--- src/rtl/shift_seq_pkg.sv ---
// Shared encodings for the shift sequencer: op codes, amount-source selects, FSM states.
// Pure definitions, no logic; no latency or flow control of its own.
// Imported by shift_amt_sel and shift_seq_ctrl.
package shift_seq_pkg;

    typedef enum logic [2:0] {
        OP_SLL  = 3'b000,
        OP_SRL  = 3'b001,
        OP_SRA  = 3'b010,
        OP_SLLV = 3'b011,
        OP_SRLV = 3'b100,
        OP_SRAV = 3'b101,
        OP_LUI  = 3'b110,
        OP_RSVD = 3'b111
    } op_e;

    localparam logic [1:0] NSEL_CONST = 2'b00;
    localparam logic [1:0] NSEL_SHAMT = 2'b10;
    localparam logic [1:0] NSEL_RS    = 2'b11;

    typedef enum logic [1:0] {
        ST_IDLE  = 2'b00,
        ST_SHIFT = 2'b01,
        ST_DONE  = 2'b10
    } state_e;

endpackage

--- src/rtl/shift_amt_sel.sv ---
// Picks the shift amount N and its source select from the op code.
// Purely combinational, zero latency.
// No flow control; the caller samples the outputs only when it accepts a command.
module shift_amt_sel
    import shift_seq_pkg::*;
#(
    parameter int N_W   = 5,
    parameter int LUI_N = 16
) (
    input  logic [2:0]     op,
    input  logic [N_W-1:0] shamt,
    input  logic [N_W-1:0] rs_lo,
    output logic [N_W-1:0] n,
    output logic [1:0]     n_sel
);

    always_comb begin
        n     = '0;
        n_sel = NSEL_CONST;
        case (op_e'(op))
            OP_SLL, OP_SRL, OP_SRA: begin
                n     = shamt;
                n_sel = NSEL_SHAMT;
            end
            OP_SLLV, OP_SRLV, OP_SRAV: begin
                n     = rs_lo;
                n_sel = NSEL_RS;
            end
            OP_LUI: begin
                n     = N_W'(LUI_N);
                n_sel = NSEL_CONST;
            end
            // Reserved op: zero shift, passes rt_val straight through.
            default: begin
                n     = '0;
                n_sel = NSEL_CONST;
            end
        endcase
    end

endmodule

--- src/rtl/shift_seq_ctrl.sv ---
// Multicycle shift sequencer: one bit per cycle, or single-cycle barrel shift with SHIFT_SEQ_FAST_EN.
// Latency: accept at cycle 0 -> done in cycle N+1 (always cycle 1 with SHIFT_SEQ_FAST_EN).
// Backpressure: start is ignored while busy, including the DONE cycle; inputs sampled only on accept.
module shift_seq_ctrl
    import shift_seq_pkg::*;
#(
    parameter int DATA_W = 32,
    parameter int N_W    = 5,
    parameter int LUI_N  = 16
) (
    input  logic              clk,
    input  logic              reset,
    input  logic              start,
    input  logic [2:0]        op,
    input  logic [N_W-1:0]    shamt,
    input  logic [DATA_W-1:0] rs_val,
    input  logic [DATA_W-1:0] rt_val,
    output logic [1:0]        n_sel,
    output logic              busy,
    output logic              done,
    output logic [DATA_W-1:0] result
);

    state_e            state_q, state_d;
    logic [DATA_W-1:0] data_q, data_d;
    logic [DATA_W-1:0] result_q, result_d;
    logic [1:0]        n_sel_q, n_sel_d;
    logic [N_W-1:0]    sel_n;
    logic [1:0]        sel_nsel;
    logic              unused_rs_hi;

    // Only the low N_W bits of rs_val carry a shift amount.
    assign unused_rs_hi = ^rs_val[DATA_W-1:N_W];

    shift_amt_sel #(
        .N_W   (N_W),
        .LUI_N (LUI_N)
    ) u_amt_sel (
        .op    (op),
        .shamt (shamt),
        .rs_lo (rs_val[N_W-1:0]),
        .n     (sel_n),
        .n_sel (sel_nsel)
    );

`ifdef SHIFT_SEQ_FAST_EN
    function automatic logic [DATA_W-1:0] shift_n(input op_e o, input logic [DATA_W-1:0] d,
                                                  input logic [N_W-1:0] n);
        case (o)
            OP_SLL, OP_SLLV, OP_LUI: return d << n;
            OP_SRL, OP_SRLV:         return d >> n;
            OP_SRA, OP_SRAV:         return $unsigned($signed(d) >>> n);
            default:                 return d;
        endcase
    endfunction
`else
    logic [N_W-1:0] cnt_q, cnt_d;
    op_e            op_q, op_d;

    function automatic logic [DATA_W-1:0] shift_one(input op_e o, input logic [DATA_W-1:0] d);
        case (o)
            OP_SLL, OP_SLLV, OP_LUI: return {d[DATA_W-2:0], 1'b0};
            OP_SRL, OP_SRLV:         return {1'b0, d[DATA_W-1:1]};
            OP_SRA, OP_SRAV:         return {d[DATA_W-1], d[DATA_W-1:1]};
            default:                 return d;
        endcase
    endfunction
`endif

    always_comb begin
        state_d  = state_q;
        data_d   = data_q;
        result_d = result_q;
        n_sel_d  = n_sel_q;
`ifndef SHIFT_SEQ_FAST_EN
        cnt_d    = cnt_q;
        op_d     = op_q;
`endif
        case (state_q)
            ST_IDLE: begin
                if (start) begin
                    n_sel_d = sel_nsel;
`ifdef SHIFT_SEQ_FAST_EN
                    data_d  = shift_n(op_e'(op), rt_val, sel_n);
                    state_d = ST_DONE;
`else
                    op_d    = op_e'(op);
                    data_d  = rt_val;
                    cnt_d   = sel_n;
                    state_d = (sel_n == '0) ? ST_DONE : ST_SHIFT;
`endif
                end
            end
`ifndef SHIFT_SEQ_FAST_EN
            ST_SHIFT: begin
                data_d = shift_one(op_q, data_q);
                cnt_d  = cnt_q - 1'b1;
                if (cnt_q == N_W'(1)) begin
                    state_d = ST_DONE;
                end
            end
`endif
            ST_DONE: begin
                state_d = ST_IDLE;
            end
            default: begin
                state_d = ST_IDLE;
            end
        endcase
        // Load the result on entry to DONE so it is valid during the done pulse and held afterwards.
        if (state_d == ST_DONE && state_q != ST_DONE) begin
            result_d = data_d;
        end
    end

    always_ff @(posedge clk) begin
        if (reset) begin
            state_q  <= ST_IDLE;
            data_q   <= '0;
            result_q <= '0;
            n_sel_q  <= NSEL_CONST;
`ifndef SHIFT_SEQ_FAST_EN
            cnt_q    <= '0;
            op_q     <= OP_SLL;
`endif
        end else begin
            state_q  <= state_d;
            data_q   <= data_d;
            result_q <= result_d;
            n_sel_q  <= n_sel_d;
`ifndef SHIFT_SEQ_FAST_EN
            cnt_q    <= cnt_d;
            op_q     <= op_d;
`endif
        end
    end

    assign busy   = (state_q != ST_IDLE);
    assign done   = (state_q == ST_DONE);
    assign result = result_q;
    assign n_sel  = n_sel_q;

endmodule

--- config.mk ---
export PLATFORM = sky130hd
export DESIGN_NAME = shift_seq_ctrl
export DESIGN_NICKNAME = d
export VERILOG_FILES = /design/src/rtl/shift_seq_pkg.sv /design/src/rtl/shift_amt_sel.sv /design/src/rtl/shift_seq_ctrl.sv
export SDC_FILE = /design/constraint.sdc
export NUM_CORES = 1
export LEC_CHECK = 0
export BUFFER_PORTS_ARGS = -buffer_cell sky130_fd_sc_hd__buf_2
export CAP_MARGIN = 20
export CORE_MARGIN = 1.5
export CORE_UTILIZATION = 37
export CTS_CLUSTER_DIAMETER = 150
export CTS_CLUSTER_SIZE = 12
export DETAILED_ROUTE_END_ITERATION = 16
export GPL_TIMING_DRIVEN = 0
export SETUP_SLACK_MARGIN = 0.02
export SYNTH_ARGS = -nofsm -noshare
export SYNTH_HDL_FRONTEND = slang
export SYNTH_SLANG_ARGS = --single-unit
--- constraint.sdc ---
create_clock -name clk -period 2.65 [get_ports clk]
set_input_delay 0.265 -clock clk [delete_from_list [all_inputs] [get_ports clk]]
set_output_delay 0.265 -clock clk [all_outputs]
set_load 0.01 [all_outputs]
==> flow_metrics.env <==
export IMPL_outcome="finished, final reports clean"
export IMPL_grt_pass1_wl_um=24100
export IMPL_core_area_mm2=0.0127
export IMPL_drive_gt1_share_pct=28.8
export IMPL_place_area_mm2=0.00545
export IMPL_fin_area_mm2=0.00575
export IMPL_grt_overflow=0
export IMPL_hp_start="op[0]"
export IMPL_vias=4621
export IMPL_hp_class="input port to flip-flop"
export IMPL_layout_nets=705
export IMPL_grt_antenna_before_repair=0
export IMPL_netlist_top_cells_area="dfxtp_1, mux2_4, a21oi_1, mux2_2, nor2b_1"
export IMPL_ys_ff_latch=76
export IMPL_synth_nets=614
export IMPL_critPathKind="flip-flop to flip-flop"
export IMPL_cts_tree="yes"
export IMPL_syn_area_per_cell_um2=9.00
export IMPL_yosys_area_top_type="dfxtp_1"
export IMPL_setup_violations=0
export IMPL_netlist_instances=537
export IMPL_seq_area_frac_synth_pct=31.5
export IMPL_cts_buffers=9
export IMPL_wl_per_cell_um=18.6
export IMPL_initial_core_util_pct=38.2
export IMPL_min_period_ps=2450
export IMPL_die_area_mm2=0.0138
export IMPL_synth_edf_count=0
export IMPL_hpwl_um=10600
export IMPL_vdd_drop_max_mv=0.284
export IMPL_cp_end_kind="flip-flop"
export IMPL_finalHoldViolCount=0
export IMPL_power_density_mw_per_mm2=587
export IMPL_grt_pass1_vias=4444
export IMPL_dp_cells=789
export IMPL_htreeDepth=3
export IMPL_ioPinCount=111
export IMPL_rsz0062_at_grt="no"
export IMPL_synth_cell_types=54
export IMPL_drcViolationCount=0
export IMPL_crit_required_ps=2950
export IMPL_die_h_um=117
export IMPL_routed_wl_um=15000
export IMPL_drtPass1Iterations=5
export IMPL_syn2layout_area_growth_pct=19.0
export IMPL_clkTransAtPathRegs_ps=60
export IMPL_tightest_slew_ps=946
export IMPL_r2r_start="state_q[0]$_SDFF_PP0_"
export IMPL_rows=41
export IMPL_ctsRootBufferMaster="clkbuf_16"
export IMPL_die_w_um=117
export IMPL_worst_setup_path_start_kind="flip-flop"
export IMPL_final_max_slew_viol_count=0
export IMPL_place_congestion=0.907
export IMPL_drt_iter0_markers=326
export IMPL_netlist_area_mm2=0.00483
export IMPL_track_usage_pct=21.8
export IMPL_cts_path_max_buffers=2
export IMPL_stdcell_count=805
export IMPL_yosysMostFrequentCell="dfxtp_1"
export IMPL_n_antenna_cell=0
export IMPL_fin_skew_ps=5.90
export IMPL_synth_top_area_share_pct=31.5
export IMPL_io_buffers=80
export IMPL_postCtsSetupBuffers=0
export IMPL_clk_latency_ps=350
export IMPL_synth_flop_cell="dfxtp_1"
export IMPL_crit_start="state_q[0]$_SDFF_PP0_"
export IMPL_slew_headroom_pct=36.8
export IMPL_tns_ps=0
export IMPL_maxCapViolations=0
export IMPL_critical_path_max_fanout=10
export IMPL_ys_async_sr_fraction_pct=0
export IMPL_period_share_pct=92.6
export IMPL_viasPerCell=5.74
export IMPL_p_leak_uw=0.00239
export IMPL_crit_arrival_ps=2750
export IMPL_postCtsResizedCells=0
export IMPL_grt_max_degree=13
export IMPL_yosys_warnings=0
export IMPL_cts_sinks=76
export IMPL_cts_hold_buf=0
export IMPL_max_freq_ghz=0.408
export IMPL_postRouteAntennaNets=0
export IMPL_synth_common_cells="dfxtp_1, a21oi_1, clkbuf_1, nor2b_1, o21ai_0"
export IMPL_fin_total_pwr_uw=3380
[path summary, 6_finish.rpt]
check | to | slack, ps | cells past startpoint
worst max-delay path | result[27]$_SDFFE_PP0P_ | 200 | 6
worst min-delay path | op_q[0]$_SDFFE_PP0P_ | 270 | 3
worst max register to register | result[27]$_SDFFE_PP0P_ | 200 | 6
worst min register to register | n_sel[0]$_SDFFE_PP0P_ | 450 | 2
[cell usage in the layout (no fill, tap or decap), types with 5 or more instances in the layout]
| cell type | count |
|---|---|
| buf_2 | 89 |
| clkbuf_1 | 41 |
| nor2b_1 | 40 |
| o22ai_1 | 27 |
| o211ai_1 | 5 |
| mux2i_1 | 10 |
| a2bb2oi_1 | 18 |
| nand2b_1 | 6 |
| nand3_1 | 5 |
| clkbuf_16 | 9 |
| nand4b_1 | 5 |
| mux2_2 | 27 |
| nand2_1 | 17 |
| mux2_4 | 30 |
| a22oi_1 | 29 |
| a21oi_1 | 65 |
| a211o_1 | 26 |
| dfxtp_1 | 76 |
| nor2_1 | 14 |
| o21ai_0 | 32 |
[cell type report]
cell class | count | area [um^2]
buffer | 56 | 272
clock buffer | 12 | 256
clock inverter | 4 | 47.5
fill | 1256 | 6920
inverter | 5 | 18.8
multi-input combinational | 400 | 3020
sequential | 76 | 1520
tap | 172 | 215
timing repair buffer | 80 | 400
[metrics by stage]
stage	utilization, %	setup WS (ps)	hold slack (ps)
2_1_floorplan	-	728	476
3_5_place_dp	43.0	196	448
3_3_place_gp	43.0	274	449
6_report	45.4	196	265
4_1_cts	45.4	176	249
5_1_grt	45.4	56.9	281
[worst max-delay path, cell delays in order, from the launching register on]
cell      delay (ps)
dfxtp_1          310
clkbuf_1         240
o21bai_1         810
clkbuf_1         500
a22oi_1          130
a21oi_1          240
mux2_4           180
[cells by family (layout without fill, tap and decap cells)]
| logic type | count (synthesis) | after routing | share of synthesized area, % |
|---|---|---|---|
| buffers and inverters | 61 | 157 | 6.00 |
| muxes | 67 | 67 | 17.7 |
| adders and majority gates | 2 | 2 | 0.518 |
| and+or+nand+nor | 104 | 104 | 12.6 |
| AOI/OAI and AO/OA | 227 | 227 | 31.8 |
| DFF | 76 | 76 | 31.5 |
[metal layers]
| metal | GRT usage [%] | wire length [um] |
|---|---|---|
| met1 | 30.4 | 7110 |
| met2 | 32.7 | 6490 |
| met3 | 5.11 | 980 |
| met4 | 8.26 | 401 |
| met5 | 0 | 0 |
[sequential cells by signal (all words and copies together) (netlist names)]
| name | flops |
|---|---|
| cnt_q | 5 |
| data_q | 32 |
| n_sel | 2 |
| op_q | 3 |
| result | 32 |
| state_q | 2 |
[power breakdown]
| group | internal [uW] | switching [uW] | leakage [uW] |
|---|---|---|---|
| sequential | 1220 | 98.8 | 0.000621 |
| clock | 777 | 495 | 0.000149 |
| combinational | 349 | 437 | 0.00162 |
| total | 2350 | 1030 | 0.00239 |
Note: power is estimated with default switching activity, not from simulation.
